==> src/rtl/program_counter_pkg.sv <==
// Shared defaults and the priority-encoded command selector for the program counter.
package program_counter_pkg;

    localparam int PC_WIDTH = 16;
    localparam int PC_DEPTH = 4;

    // Command chosen for the current edge, highest priority first.
    typedef enum logic [2:0] {
        CMD_RST  = 3'd0,
        CMD_RET  = 3'd1,
        CMD_CALL = 3'd2,
        CMD_LOAD = 3'd3,
        CMD_INC  = 3'd4,
        CMD_HOLD = 3'd5
    } cmd_e;

    // Fixed-priority encoder. Lower-priority requests are dropped.
    function automatic cmd_e encode_cmd(input logic i_reset, input logic i_ret,
                                        input logic i_call, input logic i_load,
                                        input logic i_inc);
        if (i_reset)     return CMD_RST;
        else if (i_ret)  return CMD_RET;
        else if (i_call) return CMD_CALL;
        else if (i_load) return CMD_LOAD;
        else if (i_inc)  return CMD_INC;
        else             return CMD_HOLD;
    endfunction

endpackage

==> src/rtl/program_counter_if.sv <==
// Command/status bundle between the sequencer (master) and the program counter (slave).
interface program_counter_if
    import program_counter_pkg::*;
#(
    parameter int WIDTH = PC_WIDTH,
    parameter int DEPTH = PC_DEPTH
) ();
    localparam int DW = $clog2(DEPTH + 1);

    logic [WIDTH-1:0] in;
    logic             load;
    logic             inc;
    logic             call;
    logic             ret;
    logic [WIDTH-1:0] out;
    logic [DW-1:0]    depth;
    logic             ovf;
    logic             unf;

    modport master (output in, load, inc, call, ret, input out, depth, ovf, unf);
    modport slave  (input in, load, inc, call, ret, output out, depth, ovf, unf);
endinterface

==> src/rtl/program_counter_return_stack.sv <==
// Return-address LIFO. Caller must never push when full or pop when empty.
module return_stack
    import program_counter_pkg::*;
#(
    parameter int WIDTH = PC_WIDTH,
    parameter int DEPTH = PC_DEPTH,
    parameter int DW    = $clog2(DEPTH + 1)
) (
    input  logic             clk,
    input  logic             reset,
    input  logic             push,
    input  logic             pop,
    input  logic [WIDTH-1:0] din,
    output logic [WIDTH-1:0] top,
    output logic [DW-1:0]    depth,
    output logic             full,
    output logic             empty
);
    logic [WIDTH-1:0] r_mem [DEPTH];
    logic [DW-1:0]    r_depth;
    logic [WIDTH-1:0] w_top;

    // Push writes the slot at the current depth; pop just lowers the pointer.
    always_ff @(posedge clk) begin
        if (reset) begin
            r_depth <= '0;
            for (int i = 0; i < DEPTH; i++) r_mem[i] <= '0;
        end else if (push && !full) begin
            for (int i = 0; i < DEPTH; i++)
                if (r_depth == DW'(i)) r_mem[i] <= din;
            r_depth <= r_depth + 1'b1;
        end else if (pop && !empty) begin
            r_depth <= r_depth - 1'b1;
        end
    end

    // Top-of-stack mux on registered state, so consecutive pops see distinct entries.
    always_comb begin
        w_top = '0;
        for (int i = 0; i < DEPTH; i++)
            if (r_depth == DW'(i + 1)) w_top = r_mem[i];
    end

    assign top   = w_top;
    assign depth = r_depth;
    assign full  = (r_depth == DW'(DEPTH));
    assign empty = (r_depth == '0);

endmodule

==> src/rtl/program_counter.sv <==
// Program counter: jump/increment/hold plus call/return through a hardware return stack.
module program_counter
    import program_counter_pkg::*;
#(
    parameter int WIDTH = PC_WIDTH,
    parameter int DEPTH = PC_DEPTH
) (
    input  logic               clk,
    input  logic               reset,
    program_counter_if.slave   bus
);
    localparam int DW = $clog2(DEPTH + 1);

    cmd_e             w_cmd;
    logic [WIDTH-1:0] r_out;
    logic             r_ovf;
    logic             r_unf;
    logic [WIDTH-1:0] w_out_inc;
    logic [WIDTH-1:0] w_top;
    logic [DW-1:0]    w_depth;
    logic             w_full;
    logic             w_empty;
    logic             w_push;
    logic             w_pop;

    // Resolve the single command that wins this edge.
    always_comb begin
        w_cmd = encode_cmd(reset, bus.ret, bus.call, bus.load, bus.inc);
    end

    // Wraps modulo 2^WIDTH; shared by increment and return-address push.
    assign w_out_inc = r_out + 1'b1;

    // A call on a full stack still jumps but drops the push; a ret on empty does nothing.
    assign w_push = (w_cmd == CMD_CALL) && !w_full;
    assign w_pop  = (w_cmd == CMD_RET)  && !w_empty;

    return_stack #(.WIDTH(WIDTH), .DEPTH(DEPTH), .DW(DW)) u_stack (
        .clk   (clk),
        .reset (reset),
        .push  (w_push),
        .pop   (w_pop),
        .din   (w_out_inc),
        .top   (w_top),
        .depth (w_depth),
        .full  (w_full),
        .empty (w_empty)
    );

    // Address register and sticky overflow/underflow flags; only reset clears the flags.
    always_ff @(posedge clk) begin
        case (w_cmd)
            CMD_RST: begin
                r_out <= '0;
                r_ovf <= 1'b0;
                r_unf <= 1'b0;
            end
            CMD_RET: begin
                if (w_empty) r_unf <= 1'b1;
                else         r_out <= w_top;
            end
            CMD_CALL: begin
                r_out <= bus.in;
                if (w_full) r_ovf <= 1'b1;
            end
            CMD_LOAD: r_out <= bus.in;
            CMD_INC:  r_out <= w_out_inc;
            default:  ;
        endcase
    end

    assign bus.out   = r_out;
    assign bus.depth = w_depth;
    assign bus.ovf   = r_ovf;
    assign bus.unf   = r_unf;

endmodule

==> src/flat_wrapper.sv <==
// flat-port wrapper written by rule: the top's interface ports become plain ports
module program_counter_flat import program_counter_pkg::*;
#(
    parameter int WIDTH = PC_WIDTH,
    parameter int DEPTH = PC_DEPTH
)
  (clk, reset, bus_in, bus_load, bus_inc, bus_call, bus_ret, bus_out, bus_depth, bus_ovf, bus_unf);
  program_counter_if #(.WIDTH(WIDTH), .DEPTH(DEPTH)) bus_i ();
  input  logic clk;
  input  logic reset;
  input wire logic [$bits(bus_i.in)-1:0] bus_in;
  input wire logic [$bits(bus_i.load)-1:0] bus_load;
  input wire logic [$bits(bus_i.inc)-1:0] bus_inc;
  input wire logic [$bits(bus_i.call)-1:0] bus_call;
  input wire logic [$bits(bus_i.ret)-1:0] bus_ret;
  output wire logic [$bits(bus_i.out)-1:0] bus_out;
  output wire logic [$bits(bus_i.depth)-1:0] bus_depth;
  output wire logic [$bits(bus_i.ovf)-1:0] bus_ovf;
  output wire logic [$bits(bus_i.unf)-1:0] bus_unf;
  assign bus_i.in = bus_in;
  assign bus_i.load = bus_load;
  assign bus_i.inc = bus_inc;
  assign bus_i.call = bus_call;
  assign bus_i.ret = bus_ret;
  assign bus_out = bus_i.out;
  assign bus_depth = bus_i.depth;
  assign bus_ovf = bus_i.ovf;
  assign bus_unf = bus_i.unf;
  program_counter #(.WIDTH(WIDTH), .DEPTH(DEPTH)) u_core (.clk(clk), .reset(reset), .bus(bus_i));
endmodule
==> config.mk <==
export PLATFORM = sky130hd
export DESIGN_NAME = program_counter_flat
export DESIGN_NICKNAME = d
export VERILOG_FILES = /design/src/rtl/program_counter_pkg.sv /design/src/rtl/program_counter_if.sv /design/src/rtl/program_counter_return_stack.sv /design/src/rtl/program_counter.sv /design/src/flat_wrapper.sv
export SDC_FILE = /design/constraint.sdc
export NUM_CORES = 1
export LEC_CHECK = 0
export CAP_MARGIN = 25
export CELL_PAD_IN_SITES_DETAIL_PLACEMENT = 2
export CELL_PAD_IN_SITES_GLOBAL_PLACEMENT = 2
export CORE_MARGIN = 3
export CORE_UTILIZATION = 40
export DETAILED_ROUTE_END_ITERATION = 16
export GPL_TIMING_DRIVEN = 0
export PLACE_DENSITY_LB_ADDON = 0.08
export SYNTH_ARGS = -nofsm -noshare
export SYNTH_HDL_FRONTEND = slang
export SYNTH_SLANG_ARGS = --single-unit
==> constraint.sdc <==
create_clock -name clk -period 3.5 [get_ports clk]
set_input_delay 0.525 -clock clk [delete_from_list [all_inputs] [get_ports clk]]
set_output_delay 0.525 -clock clk [all_outputs]
set_load 0.01 [all_outputs]
==> flow_summary.toml <==
[run_status]
status = "complete, no violations"

[detailed_routing]
vias = 3383
route.detailed.drc = 0
ant_nets = 0
routed_wl_um = 14200
wl_per_cell_um = 24.7
drt_first_iter_violations = 194
viasPerCell = 5.88
firstDrtPassIters = 5

[power]
peakVddDrop_v = 0.000285
p_per_area_nw_per_um2 = 647
p_leak_nw = 1.68

[floorplan]
num_rows = 36
coreArea_um2 = 10000
die-area_um2 = 11900
start_util = 0.422
die_x_um = 109
ios = 43
dieHeight_um = 109

[synth]
synth-simple-area-share = 0.194
synth_fa_ha_area_frac = 0.0207
synth_compound_area_frac = 0.135
synth-edff-count = 82
yosysWarnings = 0
synth_top_family_by_area = "simple AND/OR/NAND/NOR gates"
syn_area_um2 = 4240
ys_seq_elements = 85
avgSynthCellArea_um2 = 11.1
synth.largest_area_cell = "edfxtp_1"
synthXorXnorAreaFrac = 0.0269
synth_most_common_cell = "edfxtp_1"
async_reset_ff_frac = 0
ys_types = 46
netlist_top_cells_count = "edfxtp_1 (82), nor2_1 (63), nand2_1 (38), clkbuf_1 (19), nand3b_1 (17)"
syn_inst = 382
synth-main-ff-cell = "edfxtp_1"
ys_top_cells_by_area = "edfxtp_1 (58%), nor2_1 (5.6%), nand2_1 (3.4%)"
synth_mux_area_frac = 0
synth.net_count = 411
yosysTopAreaCellShare = 0.581
synth-seq-area-share = 0.595

[critical_path]
reg2reg_slack_ns = 0.21
timing.rr.end = "u_core.u_stack.r_mem[2][9]"
slowest_delay_ns = 0.75
worstPathRequired_ns = 3.48
start_kind = "flip-flop"
cpMostUsedCell = "clkbuf_1"
worstSetupEndpointType = "flip-flop"
critPathLaunch = "u_core.u_stack.depth[1]"
reg2reg_from = "u_core.u_stack.depth[1]"
worstSetupPathType = "flip-flop to flip-flop"
r2r_cells = 6
crit_chain = "ha_1 -> clkbuf_1 -> nor2b_1 -> clkbuf_1 -> nand2_1 -> nand2b_1"
critPathMaxFanout = 16
critPathArrivalTime_ns = 3.27
cp_slowest_cell = "nand2b_1"

[sta]
setup_viol = 0
finClkSkew_ns = 0.0166
period_needed_ns = 3.29
period_share = 0.941
slew_violations = 0
rsz0062_at_grt = "no"
fmax_ghz = 0.304
fin_tns_setup_ns = 0
worstMarginPinSlew_ns = 0.971
hold_violations = 0
slew_headroom = 0.353

[global_routing]
grt_pass1_wl_um = 21700
grt_pass1_vias = 3719
grt_max_degree = 17
grtUsageTotal = 0.252
antenna_found_initial = 0
grt-ovfl-total = 0

[placement]
dp.final_hpwl_um = 9870
place_area_um2 = 4830
io_buffers = 42
globalplace.congestion = 0.768

[clocking]
clock_path_buffers = 2
numCtsBuffers = 9
clock_latency_ns = 0.36
path_clk_slew_ns = 0.09
clock_sinks = 85
cts_setup_buffers = 0
root_buffer = "clkbuf_8"
cts_tree = "yes"
htreeDepth = 3
cts_resized = 0
cts_hold_buf = 0

[cells_and_area]
regArea_um2 = 2520
stdcell_area_um2 = 5040
nFillCells = 1047
area_delta_synth_final_pct = 19.0
diodes = 0
nNetsFinal = 466
multi_input_area_um2 = 1590
layout-drive-gt1-share = 0.0679

[hold_path]
hold_depth = 2
hold_path_end = "u_core.bus.out[1]"
hp-class = "flip-flop to flip-flop"
hp-start = "u_core.u_stack.r_mem[3][1]"

[job]
cap_violations = 0
-- critical path: cells and delay by family, from the launching register on --
| kind | cells | cell delay, ns |
|---|---|---|
| simple gates | 3 | 1.35 |
| buf+inv | 2 | 0.85 |
| flops | 1 | 0.49 |
| fa+ha+maj | 1 | 0.21 |
-- worst max-delay path by stage --
| stage | end | cells past startpoint |
|---|---|---|
| after floorplan | u_core.bus.out[14] | 8 |
| after global placement | u_core.u_stack.r_mem[1][12] | 6 |
| after detailed placement | u_core.u_stack.r_mem[1][14] | 6 |
| after CTS | u_core.u_stack.r_mem[2][9] | 6 |
| after global routing | u_core.u_stack.r_mem[2][9] | 7 |
| final | u_core.u_stack.r_mem[2][9] | 6 |
-- placed cells by master, fill, tap and decap left out, drive strengths merged, types with 5 or more instances in the layout --
master         count
edfxtp            82
nor2              63
clkdlybuf4s50     42
nand2             38
clkbuf            29
nand3b            17
o21ai             16
a21oi             16
nand3             14
o211ai            13
xnor2             11
inv                9
ha                 7
nand2b             6
buf                6
a21o               5
a221o              5
or3                5
-- area by class of cell --
cell class	count	share of cell area
clock inverters	6	0.0144
inverters	8	0.00595
well taps	133	0.0330
repair buffers	44	0.0873
flip-flops and latches	85	0.500
plain buffers	23	0.0179
multi-input cells	266	0.316
clock buffers	10	0.0253
-- kinds of logic after synthesis --
group           after synthesis
buf+inv                      31
compound gates               83
simple gates                163
fa+ha+maj                     7
xor+xnor                     13
flops                        85
-- where the power goes --
| group | internal [mW] | switching, mW | leakage (nW) | total (mW) |
|---|---|---|---|---|
| Clock | 0.337 | 0.390 | 0.0906 | 0.726 |
| Sequential | 1.29 | 0.155 | 0.889 | 1.44 |
| Combinational | 0.411 | 0.684 | 0.696 | 1.09 |
-- registers in the layout (all words and copies together), names as in the netlist --
register	flops
u_core.bus.ovf	1
u_core.bus.out	16
u_core.u_stack.depth	3
u_core.u_stack.r_mem	64
u_core.bus.unf	1
-- layer usage --
metal / track usage / up-vias / part of all wire
li1: - / 1527 / -
met1: 0.334 / 1734 / 0.43
met2: 0.422 / 97 / 0.49
met3: 0.0403 / 25 / 0.050
met4: 0.0875 / 0 / 0.021
met5: 0 / - / 0
-- through the flow --
step / setup WS, ns / hold slack [ns] / power [mW] / util / instances
6_report: 0.207 / 0.672 / 3.26 / 0.502 / 575
5_1_grt: 0.0163 / 0.667 / 3.42 / 0.502 / 575
4_1_cts: 0.223 / 0.651 / 3.26 / 0.501 / 574
3_5_place_dp: 0.0407 / 0.632 / 2.53 / 0.481 / 558
3_3_place_gp: 0.155 / 0.603 / 2.47 / 0.480 / 557
2_1_floorplan: 1.28 / 0.587 / 2.02 / - / 382
(Power assumes the default switching activity.)
==> RTL edit: new RTL, config.mk and constraints unchanged <==
Change the package constant `PC_DEPTH` from 4 to 8.
--- a/src/rtl/program_counter_pkg.sv
+++ b/src/rtl/program_counter_pkg.sv
@@ -4,3 +4,3 @@
     localparam int PC_WIDTH = 16;
-    localparam int PC_DEPTH = 4;
+    localparam int PC_DEPTH = 8;
 
Ports: changed (resized bus_depth); port bits go from 43 to 44. The function was not compared with the original's and may differ.
==> RTL edit against the original RTL <==
- setup slack lost 0.0090 ns
- synthesized area grew 78%
- sequential cell count grew 65
- fmax shrank 0.27%
- routed wire length grew 100%
- final area grew 75%
- die area grew 73%
- total power grew 76%
==> RTL edit: results (changes against the original RTL) <==
outcome:
  outcome: "finished, final reports clean"  # unchanged
logic_synthesis:
  synthAdderAreaFrac: 0.00829  # was 0.0207
  synth_edf_count: 146  # was 82
  synth_xor_xnor_area_share: 0.0128  # was 0.0269
  synth_fp_nets: 707  # was 411
  synth_compound_area_frac: 0.142  # was 0.135
  seq_area_frac_synth: 0.591  # was 0.595
  yosys-top-cells-count: "edfxtp_1 (146), nor2_1 (102), a21oi_1 (42), nand2_1 (42)"  # was edfxtp_1 (82), nor2_1 (63), nand2_1 (38)
  synth_cell_types: 63  # was 46
  synth_area_per_cell_um2: 11.1  # about the same
  synthArstFlopShare: 0  # unchanged
power_and_ir_drop:
  leakagePower_nw: 3.02  # was 1.68 nW
  vdd_drop_max_mv: 0.389  # was 0.285 mV
  clkPwrFrac: 0.317  # was 0.223
  comb-power_w: 0.00158  # was 0.00109 W
  sw_frac_of_total: 0.348  # was 0.377
  combPwrFrac: 0.276  # was 0.336
place:
  dp_hpwl_um: 20600  # was 9870 µm
  finalWeightedCongestion: 0.831  # was 0.768
  dp_cells: 951  # was 558
  dp_slack_ns: -0.0305  # was 0.0407 ns
  dpl_cell_area_mm2: 0.00826  # was 0.00483 mm²
grt:
  grt_usage: 0.289  # was 0.252
  grt_pass1_wl_um: 42800  # was 21,700 µm
  grt_pass1_vias: 6446  # was 3,719
drt:
  wl_met3_um: 2010  # was 717 µm
  via_per_inst: 6.19  # was 5.88
  top_layer: "met4"  # unchanged
  met2_length_um: 13900  # was 7040 µm
  dr_total_vias: 6087  # was 3,383
  drt_iter0_drc: 496  # was 194
  wl_um: 29100  # was 14,200 µm
clock_network:
  clk_pin_slew_ns: 0.06  # was 0.09 ns
  worstSkewPairLatency_ns: 0.43  # was 0.36 ns
  cts-buffers-inserted: 17  # was 9
  cts_root_buffer: "clkbuf_16"  # was clkbuf_8
  postCtsSetupBuffers: 0  # unchanged
  htreeDepth: 4  # was 3
cells_and_area:
  drive_gt1_frac: 0.106  # was 0.0679
  nets: 768  # was 466
  largest_reg_flops: 128  # was 64
hold_path:
  worstHoldPathType: "in -> reg"  # was reg -> reg
setup_path:
  cp.arrival_ns: 3.35  # was 3.27 ns
timing:
  max-slew-margin-rel: 0.280  # was 0.353
  skew_ns: 0.00836  # was 0.0166 ns
floorplanning:
  start_util: 0.413  # was 0.422
RTL edit: cell count changes after synthesis, sizes merged, moves of 7 or more:
cell	change
o21ai	+13
edfxtp	+64
buf	+21
nor3b	+12
nor2b	+15
nor3	+27
a211oi	+7
nor2	+40
clkbuf	+9
inv	+21
a21oi	+26
nand2b	+8
RTL edit: metrics by stage:
step                 util  setup TNS [ns]
floorplan               -               0
global placement    0.452           -1.34
detailed placement  0.452           -1.13
CTS                 0.483               0
global route        0.483               0
finish              0.483               0
RTL edit: worst paths after layout:
check	depth (start not counted)	to	slack (ns)	start
setup reg to reg	6	u_core.u_stack.r_mem[1][8]$_SDFFCE_PN0P_	0.20	u_core.u_stack.depth[0]$_SDFFE_PP0P_
hold / removal	2	u_core.bus.unf$_DFFE_PP_	0.49	bus_ret
hold reg to reg	2	u_core.bus.out[1]$_DFFE_PP_	0.56	u_core.u_stack.r_mem[1][49]$_DFFE_PP_
setup / recovery	6	u_core.u_stack.r_mem[1][8]$_SDFFCE_PN0P_	0.20	u_core.u_stack.depth[0]$_SDFFE_PP0P_
RTL edit: final cells by class:
class / instances / area, µm²
Clock inverter: 8 / 73.8
Clock buffer: 24 / 502
Tap cell: 229 / 287
Multi-Input combinational cell: 448 / 2710
Fill cell: 1857 / 9440
Inverter: 29 / 109
Sequential cell: 150 / 4460
Timing Repair Buffer: 42 / 420
Buffer: 53 / 268
RTL edit: critical path, stage by stage (launching register included):
cell and delay [ns]:
dfxtp_1 0.37, inv_1 0.15, ha_1 0.16, clkbuf_1 0.30, clkbuf_1 0.58, nand3_1 0.49, nand2b_1 0.86
RTL edit: metal layers:
layer  GRT usage  vias to the layer above
met5           0                        -
met4       0.103                        0
met3      0.0579                       57
met2       0.467                      240
met1       0.389                     3155
li1            -                     2635
